### src/rtl/codificador_hamming_if.sv
// Handshake bundle between the Hamming(7,4) encoder and its neighbours:
// data-in side (producer), codeword-out side (consumer) and error-injection controls.
interface codificador_hamming_if #(
    parameter int LARG_CONTADOR = 8
);
    logic [3:0]               Dado;
    logic                     Dado_valido;
    logic                     Dado_pronto;
    logic                     Injetar_erro;
    logic [2:0]               Posicao_erro;
    logic [6:0]               Saida;
    logic                     Saida_valida;
    logic                     Saida_pronta;
    logic [LARG_CONTADOR-1:0] Palavras_enviadas;

    modport master (
        output Dado, Dado_valido, Injetar_erro, Posicao_erro, Saida_pronta,
        input  Dado_pronto, Saida, Saida_valida, Palavras_enviadas
    );

    modport slave (
        input  Dado, Dado_valido, Injetar_erro, Posicao_erro, Saida_pronta,
        output Dado_pronto, Saida, Saida_valida, Palavras_enviadas
    );
endinterface

### src/rtl/codificador_hamming.sv
// Hamming(7,4) encoder: 4-bit words enter a small FIFO, leave as registered 7-bit
// codewords with optional single-bit error injection for exercising the decoder.
module codificador_hamming #(
    parameter int PROFUNDIDADE  = 4,
    parameter int LARG_CONTADOR = 8
) (
    input  logic                 clk,
    input  logic                 Reset,
    codificador_hamming_if.slave bus
);
    localparam int AW = $clog2(PROFUNDIDADE);
    localparam logic [AW:0]              PTR_ONE = {{AW{1'b0}}, 1'b1};
    localparam logic [LARG_CONTADOR-1:0] CNT_ONE = {{(LARG_CONTADOR-1){1'b0}}, 1'b1};

    logic [3:0]               mem [PROFUNDIDADE];
    logic [AW:0]              wr_ptr;
    logic [AW:0]              rd_ptr;
    logic                     full;
    logic                     empty;
    logic                     push;
    logic                     pop;
    logic                     fire;
    logic [3:0]               head_p0;
    logic [6:0]               code_p1;
    logic                     vld_p1;
    logic [LARG_CONTADOR-1:0] cnt;

    function automatic logic [6:0] encode(input logic [3:0] d);
        logic p1, p2, p4;
        p1 = d[0] ^ d[1] ^ d[3];
        p2 = d[0] ^ d[2] ^ d[3];
        p4 = d[1] ^ d[2] ^ d[3];
        return {d[3], d[2], d[1], p4, d[0], p2, p1};
    endfunction

    // Position 0 means "no flip", so a single-hot mask is built only for 1..7.
    function automatic logic [6:0] inject(input logic [6:0] code, input logic en,
                                          input logic [2:0] pos);
        logic [6:0] mask;
        mask = '0;
        if (en && (pos != 3'd0))
            mask[pos - 3'd1] = 1'b1;
        return code ^ mask;
    endfunction

    assign full    = (wr_ptr[AW] != rd_ptr[AW]) && (wr_ptr[AW-1:0] == rd_ptr[AW-1:0]);
    assign empty   = (wr_ptr == rd_ptr);
    assign push    = bus.Dado_valido && !full;
    assign pop     = !empty && (!vld_p1 || bus.Saida_pronta);
    assign fire    = vld_p1 && bus.Saida_pronta;
    assign head_p0 = mem[rd_ptr[AW-1:0]];

    // Stage p0: FIFO storage; only the pointers carry reset state.
    always_ff @(posedge clk) begin
        if (push)
            mem[wr_ptr[AW-1:0]] <= bus.Dado;
    end

    always_ff @(posedge clk or posedge Reset) begin
        if (Reset) begin
            wr_ptr <= '0;
            rd_ptr <= '0;
        end else begin
            if (push)
                wr_ptr <= wr_ptr + PTR_ONE;
            if (pop)
                rd_ptr <= rd_ptr + PTR_ONE;
        end
    end

    // Stage p1: output codeword register and completed-handshake counter.
    always_ff @(posedge clk or posedge Reset) begin
        if (Reset) begin
            code_p1 <= '0;
            vld_p1  <= 1'b0;
            cnt     <= '0;
        end else begin
            if (pop) begin
                code_p1 <= inject(encode(head_p0), bus.Injetar_erro, bus.Posicao_erro);
                vld_p1  <= 1'b1;
            end else if (fire) begin
                vld_p1  <= 1'b0;
            end
            if (fire)
                cnt <= cnt + CNT_ONE;
        end
    end

    assign bus.Dado_pronto       = !full;
    assign bus.Saida             = code_p1;
    assign bus.Saida_valida      = vld_p1;
    assign bus.Palavras_enviadas = cnt;
endmodule
### src/flat_wrapper.sv
// flat-port wrapper written by rule: the top's interface ports become plain ports
module codificador_hamming_flat 
#(
    parameter int PROFUNDIDADE  = 4,
    parameter int LARG_CONTADOR = 8
)
  (clk, Reset, bus_Dado, bus_Dado_valido, bus_Injetar_erro, bus_Posicao_erro, bus_Saida_pronta, bus_Dado_pronto, bus_Saida, bus_Saida_valida, bus_Palavras_enviadas);
  codificador_hamming_if #(.LARG_CONTADOR(LARG_CONTADOR)) bus_i ();
  input  logic clk;
  input  logic Reset;
  input wire logic [$bits(bus_i.Dado)-1:0] bus_Dado;
  input wire logic [$bits(bus_i.Dado_valido)-1:0] bus_Dado_valido;
  input wire logic [$bits(bus_i.Injetar_erro)-1:0] bus_Injetar_erro;
  input wire logic [$bits(bus_i.Posicao_erro)-1:0] bus_Posicao_erro;
  input wire logic [$bits(bus_i.Saida_pronta)-1:0] bus_Saida_pronta;
  output wire logic [$bits(bus_i.Dado_pronto)-1:0] bus_Dado_pronto;
  output wire logic [$bits(bus_i.Saida)-1:0] bus_Saida;
  output wire logic [$bits(bus_i.Saida_valida)-1:0] bus_Saida_valida;
  output wire logic [$bits(bus_i.Palavras_enviadas)-1:0] bus_Palavras_enviadas;
  assign bus_i.Dado = bus_Dado;
  assign bus_i.Dado_valido = bus_Dado_valido;
  assign bus_i.Injetar_erro = bus_Injetar_erro;
  assign bus_i.Posicao_erro = bus_Posicao_erro;
  assign bus_i.Saida_pronta = bus_Saida_pronta;
  assign bus_Dado_pronto = bus_i.Dado_pronto;
  assign bus_Saida = bus_i.Saida;
  assign bus_Saida_valida = bus_i.Saida_valida;
  assign bus_Palavras_enviadas = bus_i.Palavras_enviadas;
  codificador_hamming #(.PROFUNDIDADE(PROFUNDIDADE), .LARG_CONTADOR(LARG_CONTADOR)) u_core (.clk(clk), .Reset(Reset), .bus(bus_i));
endmodule
### config.mk
export PLATFORM = sky130hd
export DESIGN_NAME = codificador_hamming_flat
export DESIGN_NICKNAME = d
export VERILOG_FILES = /design/src/rtl/codificador_hamming_if.sv /design/src/rtl/codificador_hamming.sv /design/src/flat_wrapper.sv
export SDC_FILE = /design/constraint.sdc
export NUM_CORES = 1
export LEC_CHECK = 0
export BUFFER_PORTS_ARGS = -buffer_cell sky130_fd_sc_hd__buf_2
export CORE_MARGIN = 5
export CORE_UTILIZATION = 45
export DETAILED_ROUTE_END_ITERATION = 12
export PLACE_DENSITY = 0.75
export SLEW_MARGIN = 10
export SYNTH_ARGS = -nofsm -noshare
export SYNTH_HDL_FRONTEND = slang
export SYNTH_SLANG_ARGS = --single-unit
### constraint.sdc
create_clock -name clk -period 1.8 [get_ports clk]
set_input_delay 0.27 -clock clk [delete_from_list [all_inputs] [get_ports clk]]
set_output_delay 0.27 -clock clk [all_outputs]
set_load 0.1 [all_outputs]
; ---- After elaboration in Yosys (flattened, before gate mapping)
; Memory sizes are Yosys's and may differ from the RTL's.
; Index checks and enable logic that the tools add are counted.
[totals]
regBits = 22
latchBits = 0
ram_bits = 16
rom_bits = 0
inputBits = 12
out_inout_bits = 17
wordCells = 42
n_memories = 1
[memory_table]
columns = memory, depth, width, rd, rd_ports_with_merged_regs, wr, line_no
row1 = u_core.mem, 4, 4, 1, 0, 1, codificador_hamming.sv:15  ; logic [3:0] mem [PROFUNDIDADE];
[op_classes]
add_sub_neg = 4
mul = 0
div = 0
order_cmp = 2
eq_ne = 3
shifts = 0
mux = 8
n_bitwise = 7
n_reduce_logical = 12
[ops]
columns = operator, n
row1 = $mux 7, 2
row2 = $add 8x1->8 const B, 1
row3 = $xor 7x7->7, 1
row4 = $add 3x1->3 const B, 2
row5 = $logic_and 1x1->1, 6
row6 = $xor 1x1->1, 6
row7 = $mux 1, 5
row8 = $lt 3x4->1 const B, 1
row9 = $demux 1 s3, 1
row10 = $eq 3x3->1, 1
row11 = $ge 3x1->1 const B, 1
row12 = $logic_not 1->1, 3
row13 = $reduce_bool 3->1, 1
row14 = $sub 3x1->3 const B, 1
row15 = $eq 2x2->1, 1
row16 = $reduce_bool 2->1, 1
row17 = $logic_or 1x1->1, 1
row18 = $ne 1x1->1, 1

; ---- Longest topological paths before layout
; Gate-level depths: netlist (run 1).
[depth]
ltp_word = 8
mapped_depth = 6

; ---- Worst setup path before layout (run 1)
; No wires, ideal clock.
[synth_path]
kind = flip-flop to flip-flop
from = reg u_core.vld_p1, in the netlist u_core.bus.Saida_valida
to = reg u_core.cnt[7], in the netlist u_core.bus.Palavras_enviadas[7]
t_arrival_ns = 1.773
t_required_ns = 1.642
setup_slack_ns = -0.131
path_stages_with_launch = 5
n_path_buf = 0
period_less_slack_ns = 1.931
cell_sequence = dfrtp_1 nand3_1 nor3_1 nand3_1 xnor2_1
[synth_between]
elab_chain_cells = 1
[synth_lines]
columns = item, line_no
row1 = from (decl), codificador_hamming.sv:25  ; logic vld_p1;
row2 = from (signal assigned), codificador_hamming.sv:75  ; vld_p1 <= 1'b0;
row3 = from (signal assigned), codificador_hamming.sv:80  ; vld_p1 <= 1'b1;
row4 = from (signal assigned), codificador_hamming.sv:82  ; vld_p1 <= 1'b0;
row5 = $logic_and 1x1->1, codificador_hamming.sv:50  ; assign fire = vld_p1 && bus.Saida_pronta;
row6 = to (signal assigned), codificador_hamming.sv:85  ; cnt <= cnt + CNT_ONE;
row7 = to (decl), codificador_hamming.sv:26  ; logic [LARG_CONTADOR-1:0] cnt;
; No other way between the ends.
; A chain may end at the register's enable or synchronous reset.

; ---- Final worst setup path (run 1)
[layout_path]
from = reg u_core.rd_ptr[0]
to = reg u_core.code_p1[3], in the netlist u_core.bus.Saida[3]
[layout_between]
elab_chain_cells = 4
elab_cells_between_ends = 7
classes_between = eq/ne: 1 / bitwise: 3 / reduce/logical: 2 / memory: 1
[layout_lines]
columns = item, line_no
row1 = from (decl), codificador_hamming.sv:17  ; logic [AW:0] rd_ptr;
row2 = from (signal assigned), codificador_hamming.sv:67  ; rd_ptr <= rd_ptr + PTR_ONE;
row3 = $mem_v2 4x4, n/a
row4 = $xor 1x1->1 (2 in series), codificador_hamming.sv:32  ; p4 = d[1] ^ d[2] ^ d[3];
row5 = $xor 7x7->7, codificador_hamming.sv:43  ; return code ^ mask;
row6 = to (signal assigned), codificador_hamming.sv:79  ; code_p1 <= inject(encode(head_p0), bus.Injetar_erro, bus.Posicao_erro);
row7 = to (decl), codificador_hamming.sv:24  ; logic [6:0] code_p1;
; Several ways; a longest one is shown, not always the timed one.

==> metrics, run 1 <==
Syn Nets 158; Final min period 1.79 ns; Die ar. 5470 um2; Syn Inst Count 138; clock-pin slew on the worst setup and hold paths 0.07 ns; Max-slew headroom 0.597; number of flops mapped to enable cells by yosys 16; Initial Util 0.464; Max-Cap Viols 0; Setup Viol. Count Final 0; Most used DFF post-synth dfrtp_1; Synth async-reset ratio 0.579; WP data arrival 2.00 ns; routed vias/inst 4.94; layout cells sized above 1 0.368; Clock Latency Late Sink 0.28 ns; global-route usage over all layers 0.139; Worst Max-Slew Pin Slew 0.604 ns; DP HPWL 2.61 mm; ANT nets after route 0; #FFs+latches synth 38; Final Hold Vio Count 0; area grow syn2layout 25.0%; htree depth 2; gpl congestion 0.966; initial antenna violation count 0; Layout Skew 0.00567 ns; residual DRC count 0; number of port buffers 28; YS warnings 0; synthesized area per cell 13.3 um2; Total Wirelength 3.39 mm; leading cell types in the layout, fill and taps excluded 27 x buf_2, 17 x dfrtp_1, 16 x edfxtp_1; most common cell after layout, fill and taps aside buf_2; Worst EP required 2.01 ns; first-pass GRT wire length 5.66 mm; 1st-iter DRT viols 41; Worst Path Max Fanout 5; clk root buf clkbuf_8; vias 1161; Final Max Tran Viols 0; Unique masters post-synth 28; total CTS buffers 5; CP Launch Type register; die width 74.0 um; ANT cells 0; total global routing overflow 0; unrepaired setup endpoints after global routing true; Syn Std Cell Area 1840 um2; vias in the first global route 1244; core area 3970 um2; Die Y 74.0 um; CTS tree yes; Final #Nets 204; setup TNS 0 ns; clock sinks 38; Fill cells 319; pin count of the biggest net entering global routing 17; status finished clean; drt wl/cell 14.4 um; Worst Setup End Kind register; Critical Setup Path Class reg2reg; io pins 29; HP Class in2async; clk buf depth 2; maximum clock rate 558 MHz; period utilization 0.996; 1st-pass router iterations 4; row cnt 23; CTS hold repair buffers 0; sequential share of the synthesized area 0.560
state kept, by name (all words and copies together) (netlist names):
register and flops:
u_core.rd_ptr 3, u_core.bus.Palavras_enviadas 8, u_core.wr_ptr 3, u_core.bus.Saida 7, u_core.mem 16, u_core.bus.Saida_valida 1
kinds of logic after synthesis:
logic type / count (synthesis) / synth area share
muxes: 6 / 0.0652
xor gates and xnor gates: 25 / 0.141
DFF: 38 / 0.560
and+or+nand+nor: 37 / 0.0985
adders and majority gates: 8 / 0.0543
buffers and inverters: 9 / 0.0231
AOI/OAI and AO/OA: 15 / 0.0577
synth_stat cells, types with 3 or more instances:
master	count	area [um2]
dfrtp_1	22	551
xnor3_1	3	67.6
nor2_1	9	33.8
a21oi_1	7	35.0
xnor2_1	11	96.3
nand3_1	5	25.0
nand2_1	9	33.8
and2_1	4	25.0
edfxtp_1	16	480
ha_1	8	100
inv_1	7	26.3
xor2_1	11	96.3
nor2b_1	3	18.8
per-stage QoR:
| step | cells | cell area (um2) | setup slack, ns | util | hold slack [ns] |
|---|---|---|---|---|---|
| floorplan | 138 | 1850 | -0.00724 | - | 0.259 |
| global placement | 226 | 2120 | -0.0923 | 0.535 | 0.351 |
| detailed placement | 226 | 2120 | -0.160 | 0.535 | 0.376 |
| CTS | 235 | 2270 | 0.00496 | 0.571 | 0.0651 |
| global route | 235 | 2300 | -0.0515 | 0.580 | 0.0944 |
| finish | 235 | 2300 | 0.00722 | 0.580 | 0.0450 |
worst paths after layout:
| path | cells after the start | endpoint | startpoint | slack, ns |
|---|---|---|---|---|
| max | 5 | u_core.bus.Saida[3]$_DFFE_PP0P_ | u_core.rd_ptr[0]$_DFFE_PP0P_ | 0.007 |
| min | 2 | u_core.bus.Palavras_enviadas[7]$_DFFE_PP0P_ | Reset | 0.04 |
| max reg2reg | 5 | u_core.bus.Saida[3]$_DFFE_PP0P_ | u_core.rd_ptr[0]$_DFFE_PP0P_ | 0.007 |
| min reg2reg | 1 | u_core.bus.Palavras_enviadas[7]$_DFFE_PP0P_ | u_core.bus.Palavras_enviadas[7]$_DFFE_PP0P_ | 0.49 |
| max in group asynchronous | 3 | u_core.bus.Saida[5]$_DFFE_PP0P_ | Reset | 1.23 |
| min in group clk | 1 | u_core.mem[2][0]$_DFFE_PP_ | bus_Dado[0] | 0.21 |
final cells by class:
class                           instances  area [um2]  share of cell area
Sequential cell                        38        1040               0.451
Clock buffer                            5        68.8              0.0299
Inverter                                7        26.3              0.0114
Tap cell                               50        62.6              0.0272
Multi-Input combinational cell         91         823               0.358
Timing Repair Buffer                   41         244               0.106
Clock inverter                          3        40.0              0.0174
per-layer routing:
layer  wire [um]  share of wire  vias up  GRT usage
li1            -              -      573          -
met1        1340           0.39      556      0.152
met2        1800           0.53       25      0.248
met3         185          0.055        7     0.0419
met4          69          0.020        0     0.0624
met5           0              0        -          0
what timing repair did:
action,4_1_cts,5_1_grt
endpoints found under the setup margin,12,16
buffers inserted,1,0
gates resized for setup,7,4
pin swaps,5,1
hold endpoints to repair,0,0
worst max-delay path: stages, from the launching register on:
cell     delay [ns]
dfrtp_2        0.43
mux4_2         0.57
xor2_2         0.22
buf_4          0.14
xnor3_1        0.20
a21oi_1        0.16
Power of run 1 is not shown: default switching activity piles up to over one toggle a cycle in this logic, so the estimate is an artifact.
==> run 2, diff against run 1 <==
- CORE_MARGIN: 5 -> default
==> metrics, run 2 (synthesis results as in run 1) <==
status finished clean; vias 1173 (+1.0%); Final min period 1.79 ns (+0.00126 ns); clk root buf clkbuf_8; global-route usage over all layers 0.171 (+0.0320); clock sinks 38 (unchanged); initial antenna violation count 0 (unchanged); Die Y 66.0 um (-11%); Crit path max-delay family buffers and inverters; unrepaired setup endpoints after global routing true; Worst Path Max Fanout 5 (unchanged); routed vias/inst 4.97 (+0.61%); core area 3800 um2 (-4.3%); terminus of the critical flop-to-flop path u_core.bus.Saida[3]$_DFFE_PP0P_; post-route cell area 2320 um2 (+0.71%); io pins 29 (unchanged); Final Hold Vio Count 0 (unchanged); CP max stage delay 0.45 ns (-0.12 ns); Worst R2R Path Depth 4 (-1); drt wl/cell 13.7 um (-5.0%); number of port buffers 28 (unchanged); HP Class in2async; Crit-path slowest cell dfrtp_2; CTS tree yes; Final #Nets 207 (+1.5%); first-pass GRT wire length 5.37 mm (-5.1%); Die ar. 4350 um2 (-20%); FF-to-FF Start u_core.rd_ptr[0]$_DFFE_PP0P_; Reg2Reg Setup Slack 0.006 ns (about the same); CP bufs+invs 3 (+2); WP data arrival 1.52 ns (-0.48 ns); 1st-iter DRT viols 61 (+49%); max reg flops 16 (unchanged); ANT nets after route 0 (unchanged); clk buf depth 2 (unchanged); setup TNS 0 ns (unchanged); CP Launch Type register; Layout Skew 0.00842 ns (+0.00275 ns); residual DRC count 0 (unchanged); period utilization 0.997 (about the same); Cell Chain, Critical Path buf_4 -> xnor2_4 -> buf_6 -> nand3_2 -> buf_12; htree depth 2 (unchanged); gpl congestion 0.820 (-15%); Final Max Tran Viols 0 (unchanged); vias in the first global route 1165 (-6.4%); leading cell types in the layout, fill and taps excluded 27 x buf_2, 17 x dfrtp_1, 16 x edfxtp_1; ANT cells 0 (unchanged); Placed Area 2120 um2 (-0.12%); clock-pin slew on the worst setup and hold paths 0.08 ns (about the same); maximum clock rate 557 MHz (about the same); Critical Setup Path Class reg2out; most common cell after layout, fill and taps aside buf_2; Clock Latency Late Sink 0.29 ns (about the same); total global routing overflow 0 (unchanged); Max-slew headroom 0.610 (+0.0136); pin count of the biggest net entering global routing 16 (-1); layout cells sized above 1 0.388 (+0.0207); area grow syn2layout 25.9%; DP HPWL 2.46 mm (-5.6%); CTS hold repair buffers 0 (unchanged); die width 66.0 um (-11%); row cnt 22 (-4.3%); post-layout util 0.610 (+0.0306); Max-Cap Viols 0 (unchanged); Setup Viol. Count Final 0 (unchanged); total CTS buffers 5 (unchanged); Initial Util 0.485 (+0.0211); 1st-pass router iterations 4 (unchanged); Worst Setup End Kind primary output; Worst Max-Slew Pin Slew 0.584 ns (-0.0204 ns); Worst EP required 1.53 ns (-0.48 ns); Total Wirelength 3.24 mm (-4.6%)
==> run 2: cell count changes in the layout (fill, tap and decap cells not counted) <==
cell,change
a2111oi_2,+1
inv_4,+1
a2111oi_4,-1
a21oi_1,-1
buf_4,+2
xor2_1,-1
xor2_2,+1
a21oi_2,+1
clkbuf_8,+1
clkinv_2,-1
buf_12,+1
bufinv_16,-1
==> run 2: final cells by class <==
type,instances,area [um2]
Inverter,7,26.3
Sequential cell,38,1040
Multi-Input combinational cell,91,822
Timing Repair Buffer,44,279
Clock inverter,2,11.3
Fill cell,299,1480
Tap cell,48,60.1
Clock buffer,6,82.6
==> run 2: per-stage QoR <==
step	std cells	hold slack, ns	worst slack [ns]
2_1_floorplan	138	0.259	-0.00724
4_1_cts	236	0.0396	0.0134
3_5_place_dp	224	0.356	-0.201
3_3_place_gp	224	0.337	-0.133
5_1_grt	236	0.0770	-0.0797
6_report	236	0.0275	0.00596
==> run 2: what timing repair did <==
| action | in CTS | in global routing |
|---|---|---|
| pin swaps | 5 | 4 |
| buffers inserted | 4 | 0 |
| endpoints found under the setup margin | 4 | 17 |
| resized for setup | 8 | 7 |
==> run 2: layer usage <==
layer,track usage,share of wire
met1,0.205,0.44
met4,0.0559,0.011
met2,0.291,0.51
met3,0.0552,0.045
met5,0,0
==> run 2: worst max path at each step <==
stage | start | end | cells after the start
finish | u_core.rd_ptr[0]$_DFFE_PP0P_ | bus_Dado_pronto | 5
global route | u_core.rd_ptr[0]$_DFFE_PP0P_ | u_core.bus.Saida[3]$_DFFE_PP0P_ | 4
CTS | bus_Posicao_erro[0] | u_core.bus.Saida[3]$_DFFE_PP0P_ | 7
detailed placement | bus_Posicao_erro[0] | u_core.bus.Saida[3]$_DFFE_PP0P_ | 7
global placement | bus_Posicao_erro[0] | u_core.bus.Saida[3]$_DFFE_PP0P_ | 7
floorplan | u_core.rd_ptr[0]$_DFFE_PP0P_ | u_core.bus.Saida[0]$_DFFE_PP0P_ | 5
==> run 2: worst register-to-register path, cell delays in order, from the launching register on <==
cell and delay (ns):
dfrtp_2 0.42, mux4_2 0.56, xor2_2 0.20, xnor3_1 0.42, a21oi_1 0.13
Power of run 2 is left out for the same reason.
